==> config.mk <==
export PLATFORM = sky130hd
export DESIGN_NAME = matmul_sequencer
export DESIGN_NICKNAME = d
export VERILOG_FILES = /design/src/rtl/matmul_sequencer.sv
export SDC_FILE = /design/constraint.sdc
export NUM_CORES = 1
export LEC_CHECK = 0
export CAP_MARGIN = 25
export CORE_MARGIN = 4
export CORE_UTILIZATION = 36
export CTS_CLUSTER_DIAMETER = 50
export DETAILED_ROUTE_END_ITERATION = 6
export GPL_TIMING_DRIVEN = 0
export MAX_ROUTING_LAYER = met4
export PLACE_DENSITY = 0.82
export REMOVE_ABC_BUFFERS = 1
export SKIP_CTS_REPAIR_TIMING = 1
export SYNTH_ARGS = -nofsm -noshare
export SYNTH_HDL_FRONTEND = slang
export SYNTH_SLANG_ARGS = --single-unit
==> constraint.sdc <==
create_clock -name clk_i -period 1.95 [get_ports clk_i]
set_input_delay 0.195 -clock clk_i [delete_from_list [all_inputs] [get_ports clk_i]]
set_output_delay 0.195 -clock clk_i [all_outputs]
set_load 0.005 [all_outputs]
==> src/rtl/matmul_sequencer.sv <==
`default_nettype none
// ============================================================================
//  Module   : matmul_sequencer
//  Brief    : Operand-feed / pipeline-drain / scratchpad-write sequencer for
//             the matrix-multiply register file, with host access stalling.
//  Revision : 1.0
// ============================================================================
module matmul_sequencer #(
  parameter int DATA_WIDTH = 32,
  parameter int BUS_WIDTH  = 64,
  parameter int ADDR_WIDTH = 32,
  parameter int PIPE_LAT   = 2
) (
  input  logic                  clk_i,
  input  logic                  rst_i,
  input  logic                  start_bit_i,
  input  logic [1:0]            n_dim_i,
  input  logic [1:0]            k_dim_i,
  input  logic [1:0]            m_dim_i,
  input  logic                  host_we_i,
  input  logic [ADDR_WIDTH-1:0] host_addr_i,
  output logic [ADDR_WIDTH-1:0] address_a_o,
  output logic [ADDR_WIDTH-1:0] address_b_o,
  output logic [ADDR_WIDTH-1:0] address_c_o,
  output logic                  sp_enable_o,
  output logic                  clear_start_o,
  output logic                  busy_o,
  output logic                  done_o,
  output logic                  error_o,
  output logic                  host_stall_o
);

  localparam int MAX_DIM = BUS_WIDTH / DATA_WIDTH;
  localparam int LW      = (MAX_DIM > 1) ? $clog2(MAX_DIM) : 1;
  // Counters hold dimensions up to 4 as well as indices up to MAX_DIM.
  localparam int CW      = ((LW > 3) ? LW : 3) + 1;
  localparam int PW      = (PIPE_LAT > 1) ? $clog2(PIPE_LAT) : 1;

  localparam logic [CW-1:0] c_max_dim = CW'(MAX_DIM);
  localparam logic [CW-1:0] c_one     = CW'(1);
  localparam logic [PW-1:0] c_drain_last = PW'(PIPE_LAT - 1);

  typedef enum logic [2:0] {
    S_IDLE  = 3'd0,
    S_FEED  = 3'd1,
    S_DRAIN = 3'd2,
    S_WRITE = 3'd3,
    S_DONE  = 3'd4
  } state_t;

  state_t                r_state;
  logic                  r_start_q;
  logic [CW-1:0]         r_n, r_k, r_m;
  logic [CW-1:0]         r_t, r_i, r_j;
  logic [PW-1:0]         r_d;
  logic [ADDR_WIDTH-1:0] r_addr_ab, r_addr_c;
  logic                  r_sp_en, r_clear, r_busy, r_done, r_error;

  logic [CW-1:0] w_n, w_k, w_m, w_j_nxt, w_i_nxt;
  logic          w_start_edge, w_dims_ok, w_row_end, w_last, w_sel;
  logic          w_unused;

  function automatic logic [ADDR_WIDTH-1:0] f_line_addr(input logic [CW-1:0] idx);
    logic [ADDR_WIDTH-1:0] a;
    a = '0;
    a[5 +: LW] = idx[LW-1:0];
    return a;
  endfunction

  function automatic logic [ADDR_WIDTH-1:0] f_elem_addr(input logic [CW-1:0] i,
                                                        input logic [CW-1:0] j);
    logic [ADDR_WIDTH-1:0] a;
    logic [2*LW-1:0]       e;
    e = (2*LW)'(i) * (2*LW)'(MAX_DIM) + (2*LW)'(j);
    a = '0;
    a[5 +: 2*LW] = e;
    return a;
  endfunction

  assign w_start_edge = start_bit_i & ~r_start_q;
  assign w_n          = CW'(n_dim_i) + c_one;
  assign w_k          = CW'(k_dim_i) + c_one;
  assign w_m          = CW'(m_dim_i) + c_one;
  assign w_dims_ok    = (w_n <= c_max_dim) && (w_k <= c_max_dim) && (w_m <= c_max_dim);

  assign w_row_end = (r_j == r_m - c_one);
  assign w_j_nxt   = w_row_end ? '0 : r_j + c_one;
  assign w_i_nxt   = w_row_end ? r_i + c_one : r_i;
  assign w_last    = w_row_end && (r_i == r_n - c_one);

  always_ff @(posedge clk_i) begin
    if (rst_i) begin
      r_state   <= S_IDLE;
      r_start_q <= 1'b0;
      r_n       <= '0;
      r_k       <= '0;
      r_m       <= '0;
      r_t       <= '0;
      r_i       <= '0;
      r_j       <= '0;
      r_d       <= '0;
      r_addr_ab <= '0;
      r_addr_c  <= '0;
      r_sp_en   <= 1'b0;
      r_clear   <= 1'b0;
      r_busy    <= 1'b0;
      r_done    <= 1'b0;
      r_error   <= 1'b0;
    end else begin
      r_start_q <= start_bit_i;
      r_addr_ab <= '0;
      r_addr_c  <= '0;
      r_sp_en   <= 1'b0;
      r_clear   <= 1'b0;
      r_done    <= 1'b0;
      case (r_state)
        S_IDLE: begin
          if (w_start_edge) begin
            r_n     <= w_n;
            r_k     <= w_k;
            r_m     <= w_m;
            r_t     <= '0;
            r_busy  <= 1'b1;
            r_error <= ~w_dims_ok;
            if (w_dims_ok) begin
              r_state   <= S_FEED;
              r_addr_ab <= f_line_addr('0);
            end else begin
              r_state <= S_DONE;
              r_done  <= 1'b1;
              r_clear <= 1'b1;
            end
          end
        end
        S_FEED: begin
          if (r_t == r_k - c_one) begin
            r_state <= S_DRAIN;
            r_d     <= '0;
          end else begin
            r_t       <= r_t + c_one;
            r_addr_ab <= f_line_addr(r_t + c_one);
          end
        end
        S_DRAIN: begin
          if (r_d == c_drain_last) begin
            r_state  <= S_WRITE;
            r_i      <= '0;
            r_j      <= '0;
            r_sp_en  <= 1'b1;
            r_addr_c <= f_elem_addr('0, '0);
          end else begin
            r_d <= r_d + PW'(1);
          end
        end
        S_WRITE: begin
          if (w_last) begin
            r_state <= S_DONE;
            r_done  <= 1'b1;
            r_clear <= 1'b1;
          end else begin
            r_i      <= w_i_nxt;
            r_j      <= w_j_nxt;
            r_sp_en  <= 1'b1;
            r_addr_c <= f_elem_addr(w_i_nxt, w_j_nxt);
          end
        end
        S_DONE: begin
          r_state <= S_IDLE;
          r_busy  <= 1'b0;
        end
        default: begin
          r_state <= S_IDLE;
          r_busy  <= 1'b0;
        end
      endcase
    end
  end

  // Only operand A/B and scratchpad windows are guarded; control and flags stay open.
  assign w_sel = (host_addr_i[4:0] == 5'b00100) ||
                 (host_addr_i[4:0] == 5'b01000) ||
                 (host_addr_i[4:0] == 5'b10000);

  assign host_stall_o  = r_busy & w_sel;
  assign address_a_o   = r_addr_ab;
  assign address_b_o   = r_addr_ab;
  assign address_c_o   = r_addr_c;
  assign sp_enable_o   = r_sp_en;
  assign clear_start_o = r_clear;
  assign busy_o        = r_busy;
  assign done_o        = r_done;
  assign error_o       = r_error;

  assign w_unused = &{1'b0, host_we_i, host_addr_i[ADDR_WIDTH-1:5]};

endmodule
`default_nettype wire

==> impl_metrics.prom, run 1 <==
# TYPE chip_impl_metric gauge
chip_impl_info{name="critical_path.slowest_cell",value="sky130_fd_sc_hd__or4_4"} 1
chip_impl_metric{name="global_route_wire_length_before_repair",unit="µm"} 7196
chip_impl_metric{name="remaining_drc_errors",unit=""} 0
chip_impl_metric{name="timing.hold.ws",unit="ns"} 0.4761
chip_impl_info{name="yosys.cell_count.top_type",value="sky130_fd_sc_hd__buf_4"} 1
chip_impl_info{name="cts_tree",value="yes"} 1
chip_impl_metric{name="worst_ir_drop_vdd",unit="mV"} 0.2677
chip_impl_metric{name="worst_clock_skew",unit="ns"} 0.01179
chip_impl_metric{name="detailedRoute.firstIterationViolations",unit=""} 113
chip_impl_info{name="cp-end-kind",value="register"} 1
chip_impl_info{name="status",value="finished, final reports clean"} 1
chip_impl_metric{name="port_buffers",unit=""} 23
chip_impl_metric{name="cap_violations",unit=""} 0
chip_impl_metric{name="drive_gt1_frac",unit=""} 0.1466
chip_impl_metric{name="area_delta_synth_final",unit="%"} 10.78
chip_impl_metric{name="avgViaCountPerCell",unit=""} 4.547
chip_impl_metric{name="pin_count_of_the_biggest_net_entering_global_routing",unit=""} 25
chip_impl_metric{name="worst_ep_arrival_time",unit="ns"} 2.09
chip_impl_metric{name="gp_congestion",unit=""} 0.8134
chip_impl_metric{name="fp.coreArea",unit="µm²"} 6982
chip_impl_metric{name="dpl.cell_count",unit=""} 429
chip_impl_metric{name="htree_levels",unit=""} 2
chip_impl_info{name="cell_chain_critical_path",value="inv_1 > ha_2 > xor2_2 > or4_4 > and3_4 > o41ai_2 > a211oi_1"} 1
chip_impl_metric{name="tritoncts_num_sinks",unit=""} 33
chip_impl_metric{name="finalWorstPathRequiredPeriod",unit="ns"} 1.939
chip_impl_metric{name="synth-edff-count",unit=""} 0
chip_impl_info{name="worstSetupPathType",value="reg -> reg"} 1
chip_impl_metric{name="mappedNetlistArea",unit="µm²"} 2646
chip_impl_metric{name="num-nets-final",unit=""} 404
chip_impl_metric{name="fin_crit_sh",unit=""} 0.9944
chip_impl_metric{name="synth_top_area_share",unit=""} 0.2667
chip_impl_info{name="rsz_0062_raised_after_global_routing",value="true"} 1
chip_impl_metric{name="r2r_slack",unit="ns"} 0.01
chip_impl_metric{name="synth-async-reset-ratio",unit=""} 0
chip_impl_info{name="synth.top_cells.by_area",value="sky130_fd_sc_hd__buf_4 27%, sky130_fd_sc_hd__dfxtp_1 25%, sky130_fd_sc_hd__ha_1 7.1%, sky130_fd_sc_hd__a21oi_1 3.2%, sky130_fd_sc_hd__nand2_1 3.0%"} 1
chip_impl_metric{name="final_util",unit=""} 0.4199
chip_impl_metric{name="timing.critical_path.slowest_cell_delay",unit="ns"} 0.47
chip_impl_info{name="synth_flop_cell",value="sky130_fd_sc_hd__dfxtp_1"} 1
chip_impl_metric{name="critical_path_peak_fanout",unit=""} 5
chip_impl_metric{name="synth-seq-area-share",unit=""} 0.2496
chip_impl_metric{name="die_x",unit="µm"} 93.74
chip_impl_metric{name="initial_utilization",unit=""} 0.3790
chip_impl_metric{name="power.density",unit="nW/µm²"} 581.6
chip_impl_metric{name="later_pin_clock_latency_in_the_skew_report",unit="ns"} 0.30
chip_impl_info{name="leading_post_synthesis_cells_by_instance_count",value="94 x sky130_fd_sc_hd__buf_4, 33 x sky130_fd_sc_hd__dfxtp_1, 21 x sky130_fd_sc_hd__nand2_1"} 1
chip_impl_metric{name="setup-violations-final",unit=""} 0
chip_impl_metric{name="syn-mean-instance-area",unit="µm²"} 8.244
chip_impl_metric{name="detail-route-antenna-nets",unit=""} 0
chip_impl_info{name="cp-start-kind",value="register"} 1
chip_impl_metric{name="dp_hpwl",unit="µm"} 3628
chip_impl_metric{name="hold_viol",unit=""} 0
chip_impl_metric{name="top_level_ports",unit=""} 144
chip_impl_metric{name="initial_antenna_violation_count",unit=""} 0
chip_impl_metric{name="clk_transition_reported_paths",unit="ns"} 0.07
chip_impl_metric{name="detailroute.via_count",unit=""} 2019
chip_impl_metric{name="ys_seq_elements",unit=""} 33
chip_impl_metric{name="rows",unit=""} 30
chip_impl_metric{name="synth.distinct_cells",unit=""} 50
chip_impl_info{name="holdCritPathClass",value="reg -> reg"} 1
chip_impl_metric{name="fillers",unit=""} 701
chip_impl_metric{name="die-height",unit="µm"} 93.74
chip_impl_metric{name="grt-ovfl-total",unit=""} 0
chip_impl_metric{name="synthCells",unit=""} 321
chip_impl_metric{name="total_leakage_power",unit="nW"} 1.253
chip_impl_metric{name="max_freq",unit="GHz"} 0.5157
chip_impl_metric{name="first_global_vias",unit=""} 1634
chip_impl_metric{name="post_drt_wl_per_cell",unit="µm"} 11.82
chip_impl_metric{name="required",unit="ns"} 2.10
chip_impl_metric{name="layout.cells.non_filler",unit=""} 444
chip_impl_metric{name="cts_buf_count",unit=""} 5
chip_impl_metric{name="worst-slew-pin-transition",unit="ns"} 0.6636
chip_impl_metric{name="slew-limit-headroom",unit=""} 0.5462
chip_impl_info{name="cts_root_buffer",value="sky130_fd_sc_hd__clkbuf_8"} 1
chip_impl_metric{name="slew_viol_final",unit=""} 0
chip_impl_metric{name="die_area",unit="µm²"} 8786
chip_impl_metric{name="insertedDiodeCount",unit=""} 0
chip_impl_info{name="yosys.area.top_type",value="sky130_fd_sc_hd__buf_4"} 1
chip_impl_metric{name="firstDrtPassIters",unit=""} 4
chip_impl_metric{name="clock_tree.buffer_depth",unit=""} 2
chip_impl_metric{name="finalWirelength",unit="µm"} 5248
chip_impl_metric{name="groute.usage.overall",unit=""} 0.1030
chip_impl_metric{name="ys.warnings.count",unit=""} 0
critical path: cells and delay by family, from the launching register on:
family | cells | cell delay, ns
adders and majority gates | 1 | 0.20
AOI/OAI and AO/OA | 2 | 0.37
and+or+nand+nor | 2 | 0.65
xor gates and xnor gates | 1 | 0.16
buffers and inverters | 1 | 0.04
DFF | 1 | 0.37
cells by family after synthesis:
logic type / Yosys count / share of synthesized area
fa+ha+maj: 15 / 0.07092
xor+xnor: 11 / 0.03641
simple gates: 78 / 0.1589
other cells: 1 / 0.001417
compound gates: 62 / 0.1712
mux: 1 / 0.003783
flops: 33 / 0.2496
buf+inv: 120 / 0.3078
power by group:
part	switching (W)	leakage, nW	internal, W
Combinational	0.000180	0.922	0.000129
Clock	0.000259	0.0585	0.000417
Sequential	0.0000249	0.272	0.000696
layer usage:
layer | vias up | track usage | wire length (µm)
met5 | - | - | 0
met4 | 0 | 0.04332 | 85
met3 | 6 | 0.02163 | 517
met2 | 98 | 0.1756 | 2610
met1 | 952 | 0.1169 | 2035
li1 | 963 | - | -
sequential cells by signal (all words and copies together) (netlist names), 2 cells and up:
signal and flops:
r_state 3, r_i 4, r_n 3, address_c_o 2, r_t 4, r_m 3
r_j 4, r_k 3
stage by stage:
| step | total power, W | setup TNS [ns] | worst slack, ns | cell area [µm²] |
|---|---|---|---|---|
| 6_report | 0.001705 | 0 | 0.01093 | 2932 |
| 3_5_place_dp | 0.0009934 | -1.664 | -0.2028 | 2603 |
| 5_1_grt | 0.001792 | -0.2166 | -0.07501 | 2932 |
| 4_1_cts | 0.001664 | -1.651 | -0.2262 | 2719 |
| 2_1_floorplan | 0.0009009 | -0.08053 | -0.07523 | 2237 |
| 3_3_place_gp | 0.0009780 | -0.7952 | -0.2039 | 2587 |
layout make-up:
type | instances | area (µm²) | share of cell area
Clock inverter | 1 | 30.03 | 0.01024
Timing Repair Buffer | 30 | 296.5 | 0.1012
Multi-Input combinational cell | 260 | 1657 | 0.5651
Clock buffer | 7 | 86.33 | 0.02945
Tap cell | 96 | 120.1 | 0.04097
Inverter | 17 | 63.81 | 0.02177
Sequential cell | 33 | 678.2 | 0.2313
cell usage in the layout (no fill, tap or decap), types with 8 or more instances in the layout:
| cell type | count |
|---|---|
| sky130_fd_sc_hd__conb_1 | 92 |
| sky130_fd_sc_hd__dfxtp_1 | 25 |
| sky130_fd_sc_hd__nor3_1 | 8 |
| sky130_fd_sc_hd__a21oi_1 | 17 |
| sky130_fd_sc_hd__nand2_1 | 20 |
| sky130_fd_sc_hd__inv_1 | 15 |
| sky130_fd_sc_hd__clkdlybuf4s50_1 | 22 |
| sky130_fd_sc_hd__nor2_1 | 10 |
| sky130_fd_sc_hd__ha_1 | 13 |
path summary, 6_finish.rpt:
check,start,to,cells past startpoint
setup / recovery,r_k[0]$_SDFFE_PP0P_,r_d$_SDFFE_PP0P_,7
hold / removal,r_n[2]$_SDFFE_PP0P_,r_n[2]$_SDFFE_PP0P_,2
setup reg to reg,r_k[0]$_SDFFE_PP0P_,r_d$_SDFFE_PP0P_,7
hold reg to reg,r_n[2]$_SDFFE_PP0P_,r_n[2]$_SDFFE_PP0P_,2
Note: power is estimated with default switching activity, not from simulation.
==> run 2: changes to the inputs <==
- RECOVER_POWER: unset -> 50
==> run 2 against run 1 <==
Register-to-register slack about the same. Utilization about the same. Sequential share of layout area hardly changed. Die area stayed put. Largest cell class unchanged.
==> impl_metrics.prom, run 2 (same netlist as run 1, synthesis figures left out) <==
# TYPE chip_impl_metric gauge
chip_impl_info{name="status",value="finished, final reports clean"} 1
chip_impl_info{name="reg.largest.list",value="r_i x4, r_j x4, r_t x4"} 1
chip_impl_metric{name="power.density",unit="nW/µm²"} 580.0
chip_impl_metric{name="area_delta_synth_final",unit="%"} 10.69
chip_impl_metric{name="detailroute.via_count",unit=""} 2001
chip_impl_metric{name="avgViaCountPerCell",unit=""} 4.507
chip_impl_metric{name="initial_antenna_violation_count",unit=""} 0
chip_impl_metric{name="post_drt_wl_per_cell",unit="µm"} 11.77
chip_impl_metric{name="dpl.cell_count",unit=""} 429
chip_impl_metric{name="timing.hold.ws",unit="ns"} 0.4760
chip_impl_info{name="cp-end-kind",value="register"} 1
chip_impl_metric{name="required",unit="ns"} 2.10
chip_impl_info{name="holdCritPathClass",value="reg -> reg"} 1
chip_impl_metric{name="cts_buf_count",unit=""} 5
chip_impl_metric{name="die-height",unit="µm"} 93.74
chip_impl_metric{name="final_util",unit=""} 0.4195
chip_impl_metric{name="num-nets-final",unit=""} 404
chip_impl_metric{name="dp_hpwl",unit="µm"} 3628
chip_impl_metric{name="worst_clock_skew",unit="ns"} 0.01180
chip_impl_metric{name="top_level_ports",unit=""} 144
chip_impl_info{name="rsz_0062_raised_after_global_routing",value="true"} 1
chip_impl_info{name="critical_path.slowest_cell",value="sky130_fd_sc_hd__or4_4"} 1
chip_impl_metric{name="die_x",unit="µm"} 93.74
chip_impl_metric{name="worst-slew-pin-transition",unit="ns"} 0.6636
chip_impl_info{name="cts_root_buffer",value="sky130_fd_sc_hd__clkbuf_8"} 1
chip_impl_metric{name="max_freq",unit="GHz"} 0.5162
chip_impl_info{name="cts_tree",value="yes"} 1
chip_impl_metric{name="rows",unit=""} 30
chip_impl_metric{name="remaining_drc_errors",unit=""} 0
chip_impl_metric{name="ff_latch_area",unit="µm²"} 678.2
chip_impl_metric{name="insertedDiodeCount",unit=""} 0
chip_impl_info{name="layout.cells.most_common_list",value="92 x sky130_fd_sc_hd__conb_1, 25 x sky130_fd_sc_hd__dfxtp_1, 20 x sky130_fd_sc_hd__nand2_1"} 1
chip_impl_metric{name="critical_path_peak_fanout",unit=""} 5
chip_impl_info{name="cp-start-kind",value="register"} 1
chip_impl_metric{name="tritoncts_num_sinks",unit=""} 33
chip_impl_metric{name="slew_viol_final",unit=""} 0
chip_impl_metric{name="firstDrtPassIters",unit=""} 4
chip_impl_metric{name="power_switching",unit="W"} 0.0004603
chip_impl_metric{name="fp.coreArea",unit="µm²"} 6982
chip_impl_metric{name="gp_congestion",unit=""} 0.8134
chip_impl_metric{name="comb_power_frac",unit=""} 0.180
chip_impl_metric{name="htree_levels",unit=""} 2
chip_impl_metric{name="timing.critical_path.slowest_cell_delay",unit="ns"} 0.47
chip_impl_metric{name="clock_power_share",unit=""} 0.396
chip_impl_metric{name="pin_count_of_the_biggest_net_entering_global_routing",unit=""} 25
chip_impl_metric{name="worst_ep_arrival_time",unit="ns"} 2.09
chip_impl_metric{name="first_global_vias",unit=""} 1634
chip_impl_metric{name="total_leakage_power",unit="nW"} 1.262
chip_impl_metric{name="worst_ir_drop_vdd",unit="mV"} 0.2672
chip_impl_metric{name="seq_power_share",unit=""} 0.424
chip_impl_metric{name="global_route_wire_length_before_repair",unit="µm"} 7196
chip_impl_metric{name="swShare",unit=""} 0.2710
chip_impl_metric{name="finalWorstPathRequiredPeriod",unit="ns"} 1.937
chip_impl_metric{name="design_internal_power",unit="W"} 0.001238
chip_impl_metric{name="drive_gt1_frac",unit=""} 0.1466
chip_impl_metric{name="setup-violations-final",unit=""} 0
chip_impl_metric{name="multi_input_area",unit="µm²"} 1657
chip_impl_metric{name="cap_violations",unit=""} 0
chip_impl_metric{name="layout.cells.non_filler",unit=""} 444
chip_impl_metric{name="port_buffers",unit=""} 23
chip_impl_info{name="cell_chain_critical_path",value="inv_1 > ha_2 > xor2_2 > or4_4 > and3_4 > o41ai_2 > a211oi_1"} 1
chip_impl_metric{name="initial_utilization",unit=""} 0.3790
chip_impl_metric{name="finalWirelength",unit="µm"} 5224
chip_impl_metric{name="fillers",unit=""} 702
chip_impl_metric{name="fin_crit_sh",unit=""} 0.9935
chip_impl_metric{name="clk_transition_reported_paths",unit="ns"} 0.07
chip_impl_metric{name="groute.usage.overall",unit=""} 0.1030
chip_impl_info{name="worstSetupPathType",value="reg -> reg"} 1
chip_impl_metric{name="slew-limit-headroom",unit=""} 0.5462
chip_impl_metric{name="detail-route-antenna-nets",unit=""} 0
chip_impl_info{name="layout_commonest_cell",value="sky130_fd_sc_hd__conb_1"} 1
chip_impl_metric{name="clock_tree.buffer_depth",unit=""} 2
chip_impl_metric{name="hold_viol",unit=""} 0
chip_impl_metric{name="grt-ovfl-total",unit=""} 0
chip_impl_metric{name="die_area",unit="µm²"} 8786
chip_impl_metric{name="later_pin_clock_latency_in_the_skew_report",unit="ns"} 0.29
chip_impl_metric{name="detailedRoute.firstIterationViolations",unit=""} 117
==> run 2: cell types whose count changed in the layout (fill, tap and decap cells not counted), sizes merged <==
cell	change
clkdlybuf4s25	+1
clkdlybuf4s50	-10
dlygate4sd3	+10
dlymetal6s2s	-1
==> run 2: power groups by stage <==
stage	registers (W)	logic (W)	clock network [W]
2_1_floorplan	0.000729	0.000171	0
3_3_place_gp	0.000733	0.000245	0
3_5_place_dp	0.000734	0.000259	0
4_1_cts	0.000720	0.000261	0.000684
5_1_grt	0.000724	0.000345	0.000719
6_report	0.000721	0.000305	0.000673
==> run 2: path summary, 6_finish.rpt <==
path	from	to	slack [ns]	cells past startpoint
min	r_n[2]$_SDFFE_PP0P_	r_n[2]$_SDFFE_PP0P_	0.48	2
min reg2reg	r_n[2]$_SDFFE_PP0P_	r_n[2]$_SDFFE_PP0P_	0.48	2
max reg2reg	r_k[0]$_SDFFE_PP0P_	r_d$_SDFFE_PP0P_	0.01	7
max	r_k[0]$_SDFFE_PP0P_	r_d$_SDFFE_PP0P_	0.01	7
==> run 2: worst max-delay path, delay by kind of cell, from the launching register on <==
kind	cells	cell delay (ns)
buffers and inverters	1	0.05
AO/OA/AOI/OAI	2	0.37
AND/OR/NAND/NOR	2	0.65
XOR/XNOR	1	0.16
adder cells (fa/ha/maj)	1	0.20
flip-flops	1	0.37
==> run 2: layout make-up <==
type                            instances  area share
Sequential cell                        33      0.2315
Timing Repair Buffer                   30      0.1004
Clock inverter                          1     0.01025
Clock buffer                            7     0.02947
Tap cell                               96     0.04101
Inverter                               17     0.02179
Multi-Input combinational cell        260      0.5656
==> run 2: per-stage QoR <==
stage / setup slack [ns] / TNS, ns / total power [W] / area [µm²]
finish: 0.01266 / 0 / 0.001699 / 2929
floorplan: -0.07523 / -0.08053 / 0.0009009 / 2237
detailed placement: -0.2028 / -1.664 / 0.0009934 / 2603
CTS: -0.2262 / -1.651 / 0.001664 / 2719
global placement: -0.2039 / -0.7952 / 0.0009780 / 2587
global route: -0.07501 / -0.2103 / 0.001788 / 2929
==> run 2: per-layer routing <==
| metal | routed length, µm | share of wire | track usage |
|---|---|---|---|
| met5 | 0 | 0 | - |
| met4 | 85 | 0.016 | 0.04332 |
| met3 | 478 | 0.092 | 0.02163 |
| met2 | 2618 | 0.50 | 0.1756 |
| met1 | 2043 | 0.39 | 0.1169 |
==> run 3: changes to the inputs <==
- PLACE_DENSITY: 0.82 -> unset
- PLACE_DENSITY_LB_ADDON: unset -> 0.12
- REMOVE_ABC_BUFFERS: 1 -> unset
==> run 3 against run 2 <==
Final cell count up 22%. Sequential power down 0.8%. Non-clock buffer count up 98. Die area unchanged. Combinational power up 47%. Clock power down 24%. Worst setup slack better by 0.057 ns. Largest power group unchanged.
==> impl_metrics.prom, run 3 (same netlist as run 1, synthesis figures left out) <==
# TYPE chip_impl_metric gauge
chip_impl_info{name="status",value="finished, final reports clean"} 1
chip_impl_metric{name="insertedDiodeCount",unit=""} 0
chip_impl_info{name="critical_path.slowest_cell",value="sky130_fd_sc_hd__o211ai_1"} 1
chip_impl_metric{name="clock_tree.buffer_depth",unit=""} 2
chip_impl_metric{name="worst_hold_path.num_cells",unit=""} 2
chip_impl_info{name="worstHoldEndpoint",value="address_c_o[5]$_SDFF_PP0_"} 1
chip_impl_metric{name="fp.coreArea",unit="µm²"} 6982
chip_impl_metric{name="fillers",unit=""} 688
chip_impl_metric{name="worst-slew-pin-transition",unit="ns"} 0.7353
chip_impl_info{name="regToRegStartpoint",value="r_m[0]$_SDFFE_PP0P_"} 1
chip_impl_info{name="timing.critical_path.max_delay_family",value="compound AO/OA/AOI/OAI gates"} 1
chip_impl_metric{name="place_area",unit="µm²"} 3342
chip_impl_info{name="reg2reg_to",value="address_c_o[6]$_SDFF_PP0_"} 1
chip_impl_metric{name="dp_hpwl",unit="µm"} 4264
chip_impl_metric{name="later_pin_clock_latency_in_the_skew_report",unit="ns"} 0.30
chip_impl_metric{name="final_util",unit=""} 0.5133
chip_impl_metric{name="die-height",unit="µm"} 93.74
chip_impl_metric{name="detailedRoute.firstIterationViolations",unit=""} 78
chip_impl_metric{name="worst_ep_arrival_time",unit="ns"} 2.09
chip_impl_info{name="worstSetupPathType",value="reg -> reg"} 1
chip_impl_info{name="cts_tree",value="yes"} 1
chip_impl_metric{name="cap_violations",unit=""} 0
chip_impl_metric{name="timing.critical_path.slowest_cell_delay",unit="ns"} 0.37
chip_impl_info{name="layout.cells.most_common_list",value="97 x sky130_fd_sc_hd__buf_4, 92 x sky130_fd_sc_hd__conb_1, 28 x sky130_fd_sc_hd__dfxtp_1"} 1
chip_impl_metric{name="detailroute.via_count",unit=""} 2182
chip_impl_metric{name="layout.cells.non_filler",unit=""} 542
chip_impl_metric{name="avgViaCountPerCell",unit=""} 4.026
chip_impl_metric{name="worst_ir_drop_vdd",unit="mV"} 0.1937
chip_impl_info{name="layout_commonest_cell",value="sky130_fd_sc_hd__buf_4"} 1
chip_impl_metric{name="grt-ovfl-total",unit=""} 0
chip_impl_metric{name="num-nets-final",unit=""} 502
chip_impl_metric{name="worst_clock_skew",unit="ns"} 0.007710
chip_impl_metric{name="global_route_wire_length_before_repair",unit="µm"} 8687
chip_impl_metric{name="ff_latch_area",unit="µm²"} 674.4
chip_impl_metric{name="area_delta_synth_final",unit="%"} 35.41
chip_impl_metric{name="rows",unit=""} 30
chip_impl_info{name="holdCritPathClass",value="in -> reg"} 1
chip_impl_info{name="hold_start",value="rst_i"} 1
chip_impl_metric{name="gp_congestion",unit=""} 0.8576
chip_impl_info{name="cts_root_buffer",value="sky130_fd_sc_hd__clkbuf_8"} 1
chip_impl_metric{name="slew-limit-headroom",unit=""} 0.4971
chip_impl_info{name="cp-end-kind",value="register"} 1
chip_impl_metric{name="max_freq",unit="GHz"} 0.5317
chip_impl_metric{name="multi_input_area",unit="µm²"} 1638
chip_impl_metric{name="pin_count_of_the_biggest_net_entering_global_routing",unit=""} 11
chip_impl_metric{name="top_level_ports",unit=""} 144
chip_impl_metric{name="port_buffers",unit=""} 22
chip_impl_info{name="cp-start-kind",value="register"} 1
chip_impl_metric{name="finalInstanceArea",unit="µm²"} 3583
chip_impl_metric{name="reg2reg_path_depth",unit=""} 7
chip_impl_metric{name="total_leakage_power",unit="nW"} 1.780
chip_impl_metric{name="clk_transition_reported_paths",unit="ns"} 0.07
chip_impl_metric{name="power.density",unit="nW/µm²"} 467.6
chip_impl_metric{name="required",unit="ns"} 2.16
chip_impl_metric{name="firstDrtPassIters",unit=""} 4
chip_impl_metric{name="finalWirelength",unit="µm"} 5568
chip_impl_metric{name="dpl.cell_count",unit=""} 530
chip_impl_metric{name="slew_viol_final",unit=""} 0
chip_impl_metric{name="die_area",unit="µm²"} 8786
chip_impl_metric{name="initial_antenna_violation_count",unit=""} 0
chip_impl_info{name="cell_chain_critical_path",value="inv_1 > ha_4 > xnor2_2 > o211ai_1 > nor2_4 > or3_4 > a211oi_2"} 1
chip_impl_metric{name="hold_viol",unit=""} 0
chip_impl_metric{name="remaining_drc_errors",unit=""} 0
chip_impl_metric{name="drive_gt1_frac",unit=""} 0.3117
chip_impl_metric{name="detail-route-antenna-nets",unit=""} 0
chip_impl_metric{name="timing.hold.ws",unit="ns"} 0.2428
chip_impl_metric{name="critical_path_peak_fanout",unit=""} 6
chip_impl_metric{name="r2r_slack",unit="ns"} 0.07
chip_impl_metric{name="groute.usage.overall",unit=""} 0.1248
chip_impl_metric{name="die_x",unit="µm"} 93.74
chip_impl_metric{name="first_global_vias",unit=""} 1911
chip_impl_metric{name="count_of_buffer_and_inverter_cells_on_the_critical_path",unit=""} 1
chip_impl_metric{name="finalWorstPathRequiredPeriod",unit="ns"} 1.881
chip_impl_metric{name="fin_crit_sh",unit=""} 0.9644
chip_impl_metric{name="htree_levels",unit=""} 2
chip_impl_info{name="reg.largest.list",value="r_i x4, r_j x4, r_t x4"} 1
chip_impl_metric{name="initial_utilization",unit=""} 0.3790
chip_impl_metric{name="post_drt_wl_per_cell",unit="µm"} 10.27
chip_impl_metric{name="setup-violations-final",unit=""} 0
chip_impl_metric{name="tritoncts_num_sinks",unit=""} 33
chip_impl_metric{name="cts_buf_count",unit=""} 5
run 3: how the worst max path moves through the flow:
stage / slack (ns) / end / cells past startpoint / startpoint
after floorplan: 0.007 / r_d$_SDFFE_PP0P_ / 7 / r_k[0]$_SDFFE_PP0P_
after global placement: -0.12 / done_o$_SDFF_PP0_ / 7 / start_bit_i
after detailed placement: -0.14 / r_state[1]$_SDFFE_PP0P_ / 7 / r_k[1]$_SDFFE_PP0P_
after CTS: -0.15 / r_state[1]$_SDFFE_PP0P_ / 7 / r_k[1]$_SDFFE_PP0P_
after global routing: -0.008 / r_state[1]$_SDFFE_PP0P_ / 7 / r_n[1]$_SDFFE_PP0P_
final: 0.07 / address_c_o[6]$_SDFF_PP0_ / 7 / r_m[0]$_SDFFE_PP0P_
run 3: layout make-up:
class	count	share of cell area
Inverter	17	0.01781
Timing Repair Buffer	26	0.07158
Tap cell	96	0.03352
Clock buffer	6	0.02025
Clock inverter	2	0.002793
Multi-Input combinational cell	260	0.4571
Sequential cell	33	0.1882
Buffer	102	0.2088
run 3: metrics by stage:
| step | power (W) | setup slack (ns) | setup TNS (ns) |
|---|---|---|---|
| 2_1_floorplan | 0.001055 | 0.006631 | 0 |
| 3_3_place_gp | 0.001132 | -0.1167 | -0.7621 |
| 3_5_place_dp | 0.001138 | -0.1389 | -1.056 |
| 4_1_cts | 0.001654 | -0.1530 | -1.041 |
| 5_1_grt | 0.001773 | -0.007842 | -0.02003 |
| 6_report | 0.001676 | 0.06941 | 0 |
run 3: report_power, final:
group	leakage, nW	switching (W)	internal, W
combinational	1.46	0.000208	0.000241
sequential	0.271	0.0000187	0.000696
clock	0.0450	0.000264	0.000247
run 3: routing by layer:
| layer | vias up | global-route usage | share of wire | routed length [µm] |
|---|---|---|---|---|
| met5 | - | - | 0 | 0 |
| met1 | 918 | 0.1608 | 0.45 | 2507 |
| met3 | 8 | 0.02965 | 0.092 | 512 |
| met2 | 93 | 0.1892 | 0.44 | 2454 |
| li1 | 1163 | - | - | - |
| met4 | 0 | 0.04813 | 0.017 | 94 |
